===== config.mk =====
export PLATFORM = sky130hd
export DESIGN_NAME = shift_counter_n
export DESIGN_NICKNAME = d
export VERILOG_FILES = /design/src/rtl/shift_counter_n.sv
export SDC_FILE = /design/constraint.sdc
export NUM_CORES = 1
export LEC_CHECK = 0
export CORE_UTILIZATION = 60
export CTS_CLUSTER_SIZE = 30
export DETAILED_ROUTE_END_ITERATION = 8
export GPL_ROUTABILITY_DRIVEN = 0
export MAX_ROUTING_LAYER = met4
export PLACE_DENSITY_LB_ADDON = 0.08
export SKIP_LAST_GASP = 1
export SYNTH_ARGS = -nofsm -noshare
export SYNTH_HDL_FRONTEND = slang
export SYNTH_SLANG_ARGS = --single-unit

===== constraint.sdc =====
create_clock -name clk -period 7 [get_ports clk]
set_clock_uncertainty 0.15 [all_clocks]
set_input_delay 1.05 -clock clk [delete_from_list [all_inputs] [get_ports clk]]
set_output_delay 1.05 -clock clk [all_outputs]
set_load 0.05 [all_outputs]

===== src/rtl/shift_counter_n.sv =====
// Parametrised ring/Johnson/binary counter with period-wrap pulse and a
// time-multiplexed hex 7-segment display driver.
module shift_counter_n #(
    parameter int WIDTH       = 8,
    parameter int SCAN_DIV    = 1000,
    parameter int RESET_VALUE = 1
) (
    input  logic                      clk,
    input  logic                      rst_n,
    input  logic                      en,
    input  logic [1:0]                mode,
    input  logic                      dir,
    input  logic                      lo,
    input  logic [WIDTH-1:0]          load,
    output logic [WIDTH-1:0]          q,
    output logic                      wrap,
    output logic [6:0]                seg,
    output logic [(WIDTH+3)/4-1:0]    an
);

    localparam int DIGITS = (WIDTH + 3) / 4;
    localparam int SW     = (SCAN_DIV > 1) ? $clog2(SCAN_DIV) : 1;
    localparam int DW     = (DIGITS > 1) ? $clog2(DIGITS) : 1;

    localparam logic [SW-1:0]     SCAN_LAST = SW'(SCAN_DIV - 1);
    localparam logic [DW-1:0]     DIG_LAST  = DW'(DIGITS - 1);
    localparam logic [WIDTH-1:0]  RST_Q     = WIDTH'(RESET_VALUE);
    localparam logic [3:0]        RST_NIB   = 4'(RESET_VALUE);
    localparam logic [DIGITS-1:0] AN_RST    = ~(DIGITS'(1));

    localparam logic [1:0] M_RING = 2'b00;
    localparam logic [1:0] M_JOHN = 2'b01;
    localparam logic [1:0] M_BIN  = 2'b10;
    localparam logic [1:0] M_HOLD = 2'b11;

    function automatic logic [6:0] decode(input logic [3:0] n);
        case (n)
            4'h0: decode = 7'b1000000;
            4'h1: decode = 7'b1111001;
            4'h2: decode = 7'b0100100;
            4'h3: decode = 7'b0110000;
            4'h4: decode = 7'b0011001;
            4'h5: decode = 7'b0010010;
            4'h6: decode = 7'b0000010;
            4'h7: decode = 7'b1111000;
            4'h8: decode = 7'b0000000;
            4'h9: decode = 7'b0011000;
            4'hA: decode = 7'b0001000;
            4'hB: decode = 7'b0000011;
            4'hC: decode = 7'b1000110;
            4'hD: decode = 7'b0100001;
            4'hE: decode = 7'b0000110;
            default: decode = 7'b0001110;
        endcase
    endfunction

    logic [WIDTH-1:0]    cnt;
    logic [WIDTH-1:0]    cnt_base;
    logic [WIDTH-1:0]    q_next;
    logic [WIDTH:0]      period;
    logic [WIDTH:0]      cnt_inc;
    logic [1:0]          mode_q;
    logic                step;
    logic [SW-1:0]       scan;
    logic [DW-1:0]       dig;
    logic [DW-1:0]       dig_next;
    logic [DIGITS-1:0]   an_next;
    logic [4*DIGITS-1:0] q_pad;
    logic [3:0]          nib;

    always_comb begin
        q_next = q;
        period = '0;
        case (mode)
            M_RING: begin
                q_next = dir ? {q[0], q[WIDTH-1:1]} : {q[WIDTH-2:0], q[WIDTH-1]};
                period = (WIDTH+1)'(WIDTH);
            end
            M_JOHN: begin
                q_next = dir ? {~q[0], q[WIDTH-1:1]} : {q[WIDTH-2:0], ~q[WIDTH-1]};
                period = (WIDTH+1)'(2 * WIDTH);
            end
            M_BIN: begin
                q_next = dir ? q - WIDTH'(1) : q + WIDTH'(1);
                period = (WIDTH+1)'(1) << WIDTH;
            end
            default: begin
                q_next = q;
                period = '0;
            end
        endcase
        step     = en && (mode != M_HOLD);
        // A mode change restarts the period count; the step on that edge counts.
        cnt_base = (mode != mode_q) ? '0 : cnt;
        cnt_inc  = {1'b0, cnt_base} + (WIDTH+1)'(1);
    end

    always_ff @(posedge clk or negedge rst_n) begin
        if (!rst_n) begin
            q      <= RST_Q;
            cnt    <= '0;
            wrap   <= 1'b0;
            mode_q <= M_RING;
        end else begin
            mode_q <= mode;
            wrap   <= 1'b0;
            if (lo) begin
                q   <= load;
                cnt <= '0;
            end else if (step) begin
                q <= q_next;
                if (cnt_inc == period) begin
                    cnt  <= '0;
                    wrap <= 1'b1;
                end else begin
                    cnt <= cnt_inc[WIDTH-1:0];
                end
            end else begin
                cnt <= cnt_base;
            end
        end
    end

    always_comb begin
        dig_next = dig;
        if (scan == SCAN_LAST)
            dig_next = (dig == DIG_LAST) ? '0 : dig + DW'(1);
        an_next           = '1;
        an_next[dig_next] = 1'b0;
        q_pad             = (4*DIGITS)'(q);
        nib               = q_pad[{dig, 2'b00} +: 4];
    end

    // an follows the new digit index at once; seg decodes the current q for the
    // digit that was active, so it trails both q and an by one cycle.
    always_ff @(posedge clk or negedge rst_n) begin
        if (!rst_n) begin
            scan <= '0;
            dig  <= '0;
            an   <= AN_RST;
            seg  <= decode(RST_NIB);
        end else begin
            scan <= (scan == SCAN_LAST) ? '0 : scan + SW'(1);
            dig  <= dig_next;
            an   <= an_next;
            seg  <= decode(nib);
        end
    end

endmodule

## Word level (Yosys, flattened, before mapping)

Memory sizes are Yosys's and may differ from the RTL's. A register that Yosys moved wholly into a read port is not among the register bits.
Index checks and enable logic that the tools add are counted.

- Word-level logic and storage cells: 51
- Memory bits (read-only): 112
- Output and inout port bits: 18
- Flip-flop bits (word level): 32
- Memories: 1

Memories:

| memory | depth | width | read ports | clocked after memory_dff | write ports | RTL line | source |
|---|---|---|---|---|---|---|---|
| (no name shown) | 16 | 7 | 1 | 1 | 0 | 37 | `case (n)` |

- Shift operators: 1
- Muxes and demuxes: 19
- Eq/ne operators: 6
- Bitwise gates (word level): 3
- Reduce and logical (&&, ||, !) cells: 7
- Magnitude comparators: 2
- Add/sub/neg operators: 5

Operators by type and width:

| kind | count |
|---|---|
| $mux W8 | 9 |
| $pmux W9 S3 | 1 |
| $pmux W8 S3 | 1 |
| $add A10 B1 Y10 const B | 1 |
| $eq A10 B10 Y1 const B | 1 |
| $mux W10 | 1 |
| $add A8 B1 Y9 const B | 1 |
| $eq A9 B9 Y1 | 1 |
| $add A8 B1 Y8 const B | 1 |
| $shiftx A8 B4 Y4 | 1 |
| $sub A8 B1 Y8 const B | 1 |
| $mux W1 | 6 |
| $reduce_bool A4 Y1 | 1 |
| $eq A2 B1 Y1 const B | 1 |
| $eq A2 B2 Y1 const B | 1 |
| $logic_and A1 B1 Y1 | 2 |
| $logic_not A2 Y1 | 1 |
| $lt A1 B2 Y1 const B | 1 |
| $ne A2 B2 Y1 | 1 |
| $ne A2 B2 Y1 const B | 1 |
| $not A1 Y1 | 2 |
| $not A2 Y2 | 1 |
| $reduce_and A2 Y1 | 1 |
| $reduce_bool A2 Y1 | 1 |
| 4 further kinds | 4 |

## Longest topological paths before layout

Gate-level depths: netlist of run 1.

- Depth in word-level cells: 8
- Gate-level depth with buffers: 9
- Gate-level depth less buffers: 9

## Worst setup path before layout of run 1

Ideal clock, no wire load.

- Path kind: input-to-reg
- Start point: in mode[0]
- End point: reg cnt[3]
- Buffers on the path: 0
- Setup slack: 4001 ps
- Data arrival time: 2714 ps
- Setup time: 135 ps
- Cell stages on the path: 9
- Required time: 6715 ps
- Path through: xnor2_2 > and3_1 > ha_1 > nand3_1 > xor2_1 > o21ai_0 > a22oi_2 > o211ai_1 > o211ai_1

- Longest elaborated chain between the ends: 7
- Elaborated cells between the ends (all ways): 13

Ends and longest elaborated chain:

| item | RTL line | source |
|---|---|---|
| start: declaration | 11 | `input logic [1:0] mode,` |
| $ne A2 B2 Y1 | 94 | `cnt_base = (mode != mode_q) ? '0 : cnt;` |
| $mux W8 | 94 |  |
| $add A8 B1 Y9 | 95 | `cnt_inc = {1'b0, cnt_base} + (WIDTH+1)'(1);` |
| $eq A9 B9 Y1 | 112 | `if (cnt_inc == period) begin` |
| $mux W8 | 112 |  |
| $mux W8 (*) | 110 | `end else if (step) begin` |
| $mux W8 (*) | 107 | `if (lo) begin` |
| end signal: assignment | 116 | `cnt <= cnt_inc[WIDTH-1:0];` |
| end signal: assignment | 119 | `cnt <= cnt_base;` |
| end: declaration | 57 | `logic [WIDTH-1:0] cnt;` |

Every way passes the cells marked *; elsewhere a longest branch is shown, timed or not.
A chain may end at the register's enable or synchronous reset.

## Worst setup path after layout of run 1

- Start point: in dir
- End point: reg q[7]

- Longest elaborated chain between the ends: 4
- Elaborated cells between the ends (all ways): 6

Ends and longest elaborated chain:

| item | RTL line | source |
|---|---|---|
| start: declaration | 12 | `input logic dir,` |
| $mux W8, on equally long branches | 84, 76, 80 |  |
| $pmux W8 S3 (*) | 74 | `case (mode)` |
| $mux W8 (*) | 110 |  |
| $mux W8 (*) | 107 |  |
| end signal: assignment | 108 | `q <= load;` |
| end signal: assignment | 111 | `q <= q_next;` |
| end: declaration | 15 | `output logic [WIDTH-1:0] q,` |

Every way passes the cells marked *; elsewhere a longest branch is shown, timed or not. The select of a mux whose other input is x is not followed.

==> out/results.ini, run 1 <==
[outcome]
status=finished, final reports clean

[timing]
finalSetupTns_ps=0
hold_violations=0
setup_viol=0
period_share_pct=53.2
hold-worst-slack_ps=313
min_period_ps=3720
finalWorstSetupSlack_ps=3280
maxSlewViolCount=0
rsz0062_at_grt=false
worst_slew_pin_slew_ps=1050
fmax_mhz=269
slew_headroom_pct=27.8

[die]
die_w_um=68.8
rows=23
dieArea_mm2=0.00473
pin_count=33
start_util_pct=64.6
fp.dieH_um=68.8
core_region_area_mm2=0.00414

[logic_synthesis]
yosys_register_bits=38
syn_area_mm2=0.00268
synth_top_area_share_pct=29.0
synth_fa_ha_area_share_pct=9.16
synth_top_area_cell=dfrtp_1
syn_nets=332
yosys_warnings=0
synth_flop_cell=dfrtp_1
ys_top_cells_by_area=dfrtp_1 (29%), ha_1 (8.4%), dfstp_2 (6.9%)
synth_top_family_by_area=simple AND/OR/NAND/NOR gates
synthDistinctLibCells=54
syn_inst=298
synthMuxAreaShare_pct=6.03
syn_area_per_cell_um2=8.98
yosys.area_share.simple_pct=20.6
synth.yosys.seq_area_share_pct=35.9
async_flop_share_pct=100
synth-xor-area-share_pct=7.11
synth_compound_area_share_pct=17.3
synth_edf_count=0

[detailed_routing]
wire_per_inst_um=15.0
post_drt_via_cell_ratio=6.21
drc=0
dr.pass1.iters=5
drt_iter0_markers=183
routed_wl_um=5610
vias=2329
antenna_left=0

[worst_setup_path]
cp-end-kind=register
worst_setup_path_start_kind=input pin
worst_ep_required_time_ps=7020
critPathArrivalTime_ps=3740
path_class=input pin to register
crit_slowest_cell=clkdlybuf4s50_1
path_max_fanout=21
slowest_delay_ps=1040
crit_chain=clkdlybuf4s50_1, ha_1, a21o_1, a21oi_1, o21ai_0, o41ai_2, mux2i_1, o211ai_1

[placed_design]
dpl_worst_slack_ps=2980
hpwl_um=3890
numPlacedInstances=367
numPortBuffers=32

[grt]
grt_busiest_layer=met2
gr-total-overflow=0
grt_pass1_wl_um=9350
grt_max_degree=39
first_global_vias=2130
met1_usage_pct=33.9
antenna_found_initial=0
use_met2_pct=45.6
grt.total_usage_pct=27.4
grt_util_met3_pct=4.11

[clocking]
cts.sinks=38
ctsRootBufferMaster=clkbuf_8
cts_setup_buffers=0
insertion_delay_ps=290
path_clk_slew_ps=80
cts_resized=0
htreeDepth=2
clk_path_buf_depth=2
numCtsBuffers=5
hold_buffers=0
cts_tree=done

[final_layout]
nNetsFinal=358
ff_latch_area_um2=960
syn_to_final_growth_pct=15.2
final_cells=375
multi_input_area_mm2=0.00161
fillers=303
drive_gt1_share_pct=7.69
num_antenna_cells=0
layout_common_cells=dfrtp_1 (31), clkdlybuf4s50_1 (31), nor2_1 (26), nand2_1 (25), a21oi_1 (20)

[power]
vdd_drop_max_mv=0.137
p_per_area_mw_per_mm2=229
power_mw=0.706
power.leakage_nw=1.29

[min_path]
hold_path.class=register to register

[run]
maxCapViolCount=0

power by group:
part / leakage, nW / internal, mW / switching (mW) / total (mW)
combinational: 0.768 / 0.101 / 0.174 / 0.275
sequential: 0.472 / 0.248 / 0.0215 / 0.270
clock: 0.0472 / 0.0793 / 0.0820 / 0.161
synth_stat cells (3+ instances only):
cell type,n
o211ai_1,9
o22ai_1,9
a21oi_1,20
nor2_1,26
xor2_1,9
nor4_1,3
nor3_1,10
xnor2_1,9
buf_2,3
nand2b_1,6
dfrtp_1,31
inv_1,11
nand2_1,25
clkbuf_1,7
nor2b_1,3
o21ai_0,16
ha_1,18
mux2i_1,15
dfstp_2,7
nand4_1,5
and3_1,5
nand3_1,14
final timing paths:
| check | startpoint | end | cells after the start | slack [ps] |
|---|---|---|---|---|
| worst max-delay path | dir | q[7]$_DFFE_PN0P_ | 8 | 3280 |
| worst min-delay path | scan[0]$_DFF_PN0_ | scan[0]$_DFF_PN0_ | 1 | 310 |
| worst max register to register | mode_q[1]$_DFF_PN0_ | cnt[4]$_DFF_PN0_ | 9 | 4240 |
| worst min register to register | scan[0]$_DFF_PN0_ | scan[0]$_DFF_PN0_ | 1 | 310 |
| max in group asynchronous | rst_n | q[4]$_DFFE_PN0P_ | 1 | 5470 |
| min in group asynchronous | rst_n | cnt[2]$_DFF_PN0_ | 1 | 700 |
flip-flops by register name, summed over array words and instances, names as in the netlist:
register and count:
seg 7, q 8, cnt 8, scan 10
wrap 1, mode_q 2, an 2
worst max-delay path: cells and delay by family:
family	cells	cell delay, ps
buf+inv	1	1040
compound gates	5	1040
fa+ha+maj	1	360
mux	1	240
per-stage QoR:
step / util [%] / area, µm²
after detailed placement: 72.1 / 2990
after global placement: 72.1 / 2990
after floorplan: - / 2680
final: 74.4 / 3080
after global routing: 74.4 / 3080
after CTS: 74.4 / 3080
metal layers:
metal	share of wire (%)	wire [µm]	vias up
met3	5.0	283	6
met2	49	2740	71
li1	-	-	1124
met1	45	2530	1128
met4	1.1	60	0
met5	0	0	-
final cells by class:
cell class                 instances  share of cell area [%]
clock buffer                       6                    2.68
clock inverter                     2                   0.406
inverter                          11                    1.34
multi-input combinational        236                    52.2
sequential                        38                    31.1
tap                               50                    2.03
timing repair buffer              32                    10.2
cell families (layout without fill, tap and decap cells):
kind of cell	count (synthesis)	count (layout)
AO/OA/AOI/OAI	72	72
AND/OR/NAND/NOR	109	109
flip-flops	38	38
adder cells (fa/ha/maj)	19	19
XOR/XNOR	20	20
multiplexers	16	16
buffers and inverters	24	51
Note: power is estimated with default switching activity, not from simulation.
==> run 2, diff against run 1 <==
CORE_UTILIZATION = 56   (was 60)
clock period = 3.75 ns   (was 7 ns; I/O delays follow)
==> run 2 against run 1 <==
Register-to-register slack got worse by 3200 ps. First-iteration DRC count down 26%. Count of clock-buffer cells in the layout stayed put. Non-clock buffer count rose by 2. Power rose by 110%. Global-route usage down 1.4 points. Combinational power grew 86%. Hold slack worse by 93 ps. Flip-flop and latch count is the same. Core utilization shrank 4.0 points. Largest cell class unchanged.
==> out/results.ini, run 2 (synthesized netlist as in run 1, its figures left out) <==
[outcome]
status=finished, final reports clean

[detailed_routing]
drt_iter0_markers=135  ; -26%
drc=0  ; unchanged
post_drt_via_cell_ratio=6.11  ; -1.6%
wire_per_inst_um=15.4  ; +2.8%
dr.pass1.iters=6  ; +1
vias=2316  ; -0.56%
routed_wl_um=5830  ; +3.9%
antenna_left=0  ; unchanged

[worst_setup_path]
worst_setup_path_start_kind=input pin
path_class=input pin to register
crit_slowest_cell=clkdlybuf4s50_1
cp-end-kind=register
path_buf_inv=1  ; unchanged
worst_ep_required_time_ps=3770  ; -3250 ps
critPathArrivalTime_ps=3150  ; -590 ps
crit_chain=clkdlybuf4s50_1, xnor2_2, and3_1, ha_1, nand3_1, xor2_1, o21ai_0, a22oi_2, o21ai_0, o211ai_1
r2r_setup_slack_ps=1050  ; -3190 ps
path_delay_family=compound AO/OA/AOI/OAI gates
slowest_delay_ps=520  ; -520 ps
crit_top_cell=o21ai_0
path_max_fanout=7  ; -67%

[final_layout]
multi_input_area_mm2=0.00161  ; unchanged
nNetsFinal=360  ; +0.56%
layout_common_cells=dfrtp_1 (31), clkdlybuf4s50_1 (31), nor2_1 (26), nand2_1 (25), a21oi_1 (20)
num_antenna_cells=0  ; unchanged
largest-register=scan
final_area_mm2=0.00315  ; +2.1%
top_regs=scan: 10 flops, cnt: 8 flops, q: 8 flops
drive_gt1_share_pct=8.26  ; +0.56 points
syn_to_final_growth_pct=17.7
ff_latch_area_um2=960  ; unchanged
fillers=366  ; +21%
largest_reg_flops=10  ; unchanged

[placed_design]
placed_cell_area_mm2=0.00301  ; +0.59%
numPortBuffers=32  ; unchanged
hpwl_um=4180  ; +7.3%

[clocking]
cts_tree=done
clk_path_buf_depth=2  ; unchanged
cts.sinks=38  ; unchanged
cts_resized=0  ; unchanged
cts_setup_buffers=0  ; unchanged
insertion_delay_ps=290  ; about the same
htreeDepth=2  ; unchanged
ctsRootBufferMaster=clkbuf_8
numCtsBuffers=5  ; unchanged
hold_buffers=0  ; unchanged
path_clk_slew_ps=80  ; about the same

[die]
die_w_um=71.1  ; +3.4%
pin_count=33  ; unchanged
core_region_area_mm2=0.00447  ; +8.0%
dieArea_mm2=0.00506  ; +6.9%
start_util_pct=59.8  ; -4.8 points
rows=24  ; +4.3%
fp.dieH_um=71.1  ; +3.4%

[run]
maxCapViolCount=0  ; unchanged

[timing]
finalSetupTns_ps=0  ; unchanged
worst_slew_pin_slew_ps=1030  ; -27.1 ps
setup_viol=0  ; unchanged
maxSlewViolCount=0  ; unchanged
slew_headroom_pct=29.7  ; +1.9 points
rsz0062_at_grt=false
hold_violations=0  ; unchanged
period_share_pct=83.6
fmax_mhz=319
min_period_ps=3130

[grt]
antenna_found_initial=0  ; unchanged
gr-total-overflow=0  ; unchanged
first_global_vias=2221  ; +4.3%
grt.total_usage_pct=26.0  ; -1.4 points
grt_pass1_wl_um=10100  ; +7.6%
grt_max_degree=39  ; unchanged

[power]
vdd_drop_max_mv=0.339  ; +150%
p_per_area_mw_per_mm2=462  ; +100%
p_int_mw=0.939  ; +120%
p_clk_share_pct=29.9  ; +7.1 points
power.leakage_nw=1.32  ; +2.6%
comb_power_share_pct=35.2  ; -3.7 points
pwr-share-seq_pct=34.9  ; -3.3 points
swShare_pct=35.5  ; -3.8 points
p_sw_mw=0.516  ; +86%

[min_path]
hold_path.class=input pin to async pin

[run 2: changes by cell type in the layout (fill, tap and decap cells not counted)]
cell / change
bufinv_16: +2
clkinvlp_4: -1
clkinv_2: -1
buf_4: +2
[run 2: layout make-up]
cell class,instances,area share (%)
Clock inverter,2,1.91
Timing Repair Buffer,34,10.5
Tap cell,52,2.07
Multi-Input combinational cell,236,51.1
Inverter,11,1.31
Sequential cell,38,30.5
Clock buffer,6,2.62
[run 2: layer usage]
metal	wire (µm)	part of all wire (%)	vias up	track usage, %
li1	-	-	1142	-
met1	2670	46	1099	33.7
met2	2820	48	66	41.6
met3	253	4.3	9	4.56
met4	83	1.4	0	8.44
met5	0	0	-	-
[run 2: stage by stage]
step           cells  power (mW)  util [%]  setup WS (ps)  hold WS, ps
2_1_floorplan    298       0.873         -           1240          117
3_3_place_gp     371        1.02      67.2            511          300
3_5_place_dp     371        1.03      67.2            350          305
4_1_cts          379        1.47      70.4            653          254
5_1_grt          379        1.53      70.4            374          284
6_report         379        1.45      70.4            615          220
[run 2: final timing paths]
kind	cells after the start	end	startpoint
setup / recovery	10	cnt[4]$_DFF_PN0_	mode[0]
hold / removal	1	cnt[5]$_DFF_PN0_	rst_n
setup reg to reg	9	cnt[4]$_DFF_PN0_	mode_q[1]$_DFF_PN0_
hold reg to reg	1	scan[0]$_DFF_PN0_	scan[0]$_DFF_PN0_
max in group asynchronous	1	scan[1]$_DFF_PN0_	rst_n
min in group clk	1	scan[0]$_DFF_PN0_	scan[0]$_DFF_PN0_
[run 2: worst reg2reg max path, stage by stage (launching register included)]
cell and delay (ps):
dfrtp_1 400, xnor2_2 280, and3_1 290, ha_1 300
nand3_1 250, xor2_1 220, o21ai_0 200, a22oi_2 150
o21ai_0 230, o211ai_1 110
[run 2: power by group through the flow]
stage	clock network [mW]	registers [mW]	logic, mW
2_1_floorplan	0	0.645	0.228
3_3_place_gp	0	0.513	0.507
3_5_place_dp	0	0.514	0.512
4_1_cts	0.444	0.507	0.515
5_1_grt	0.458	0.512	0.557
6_report	0.435	0.507	0.512
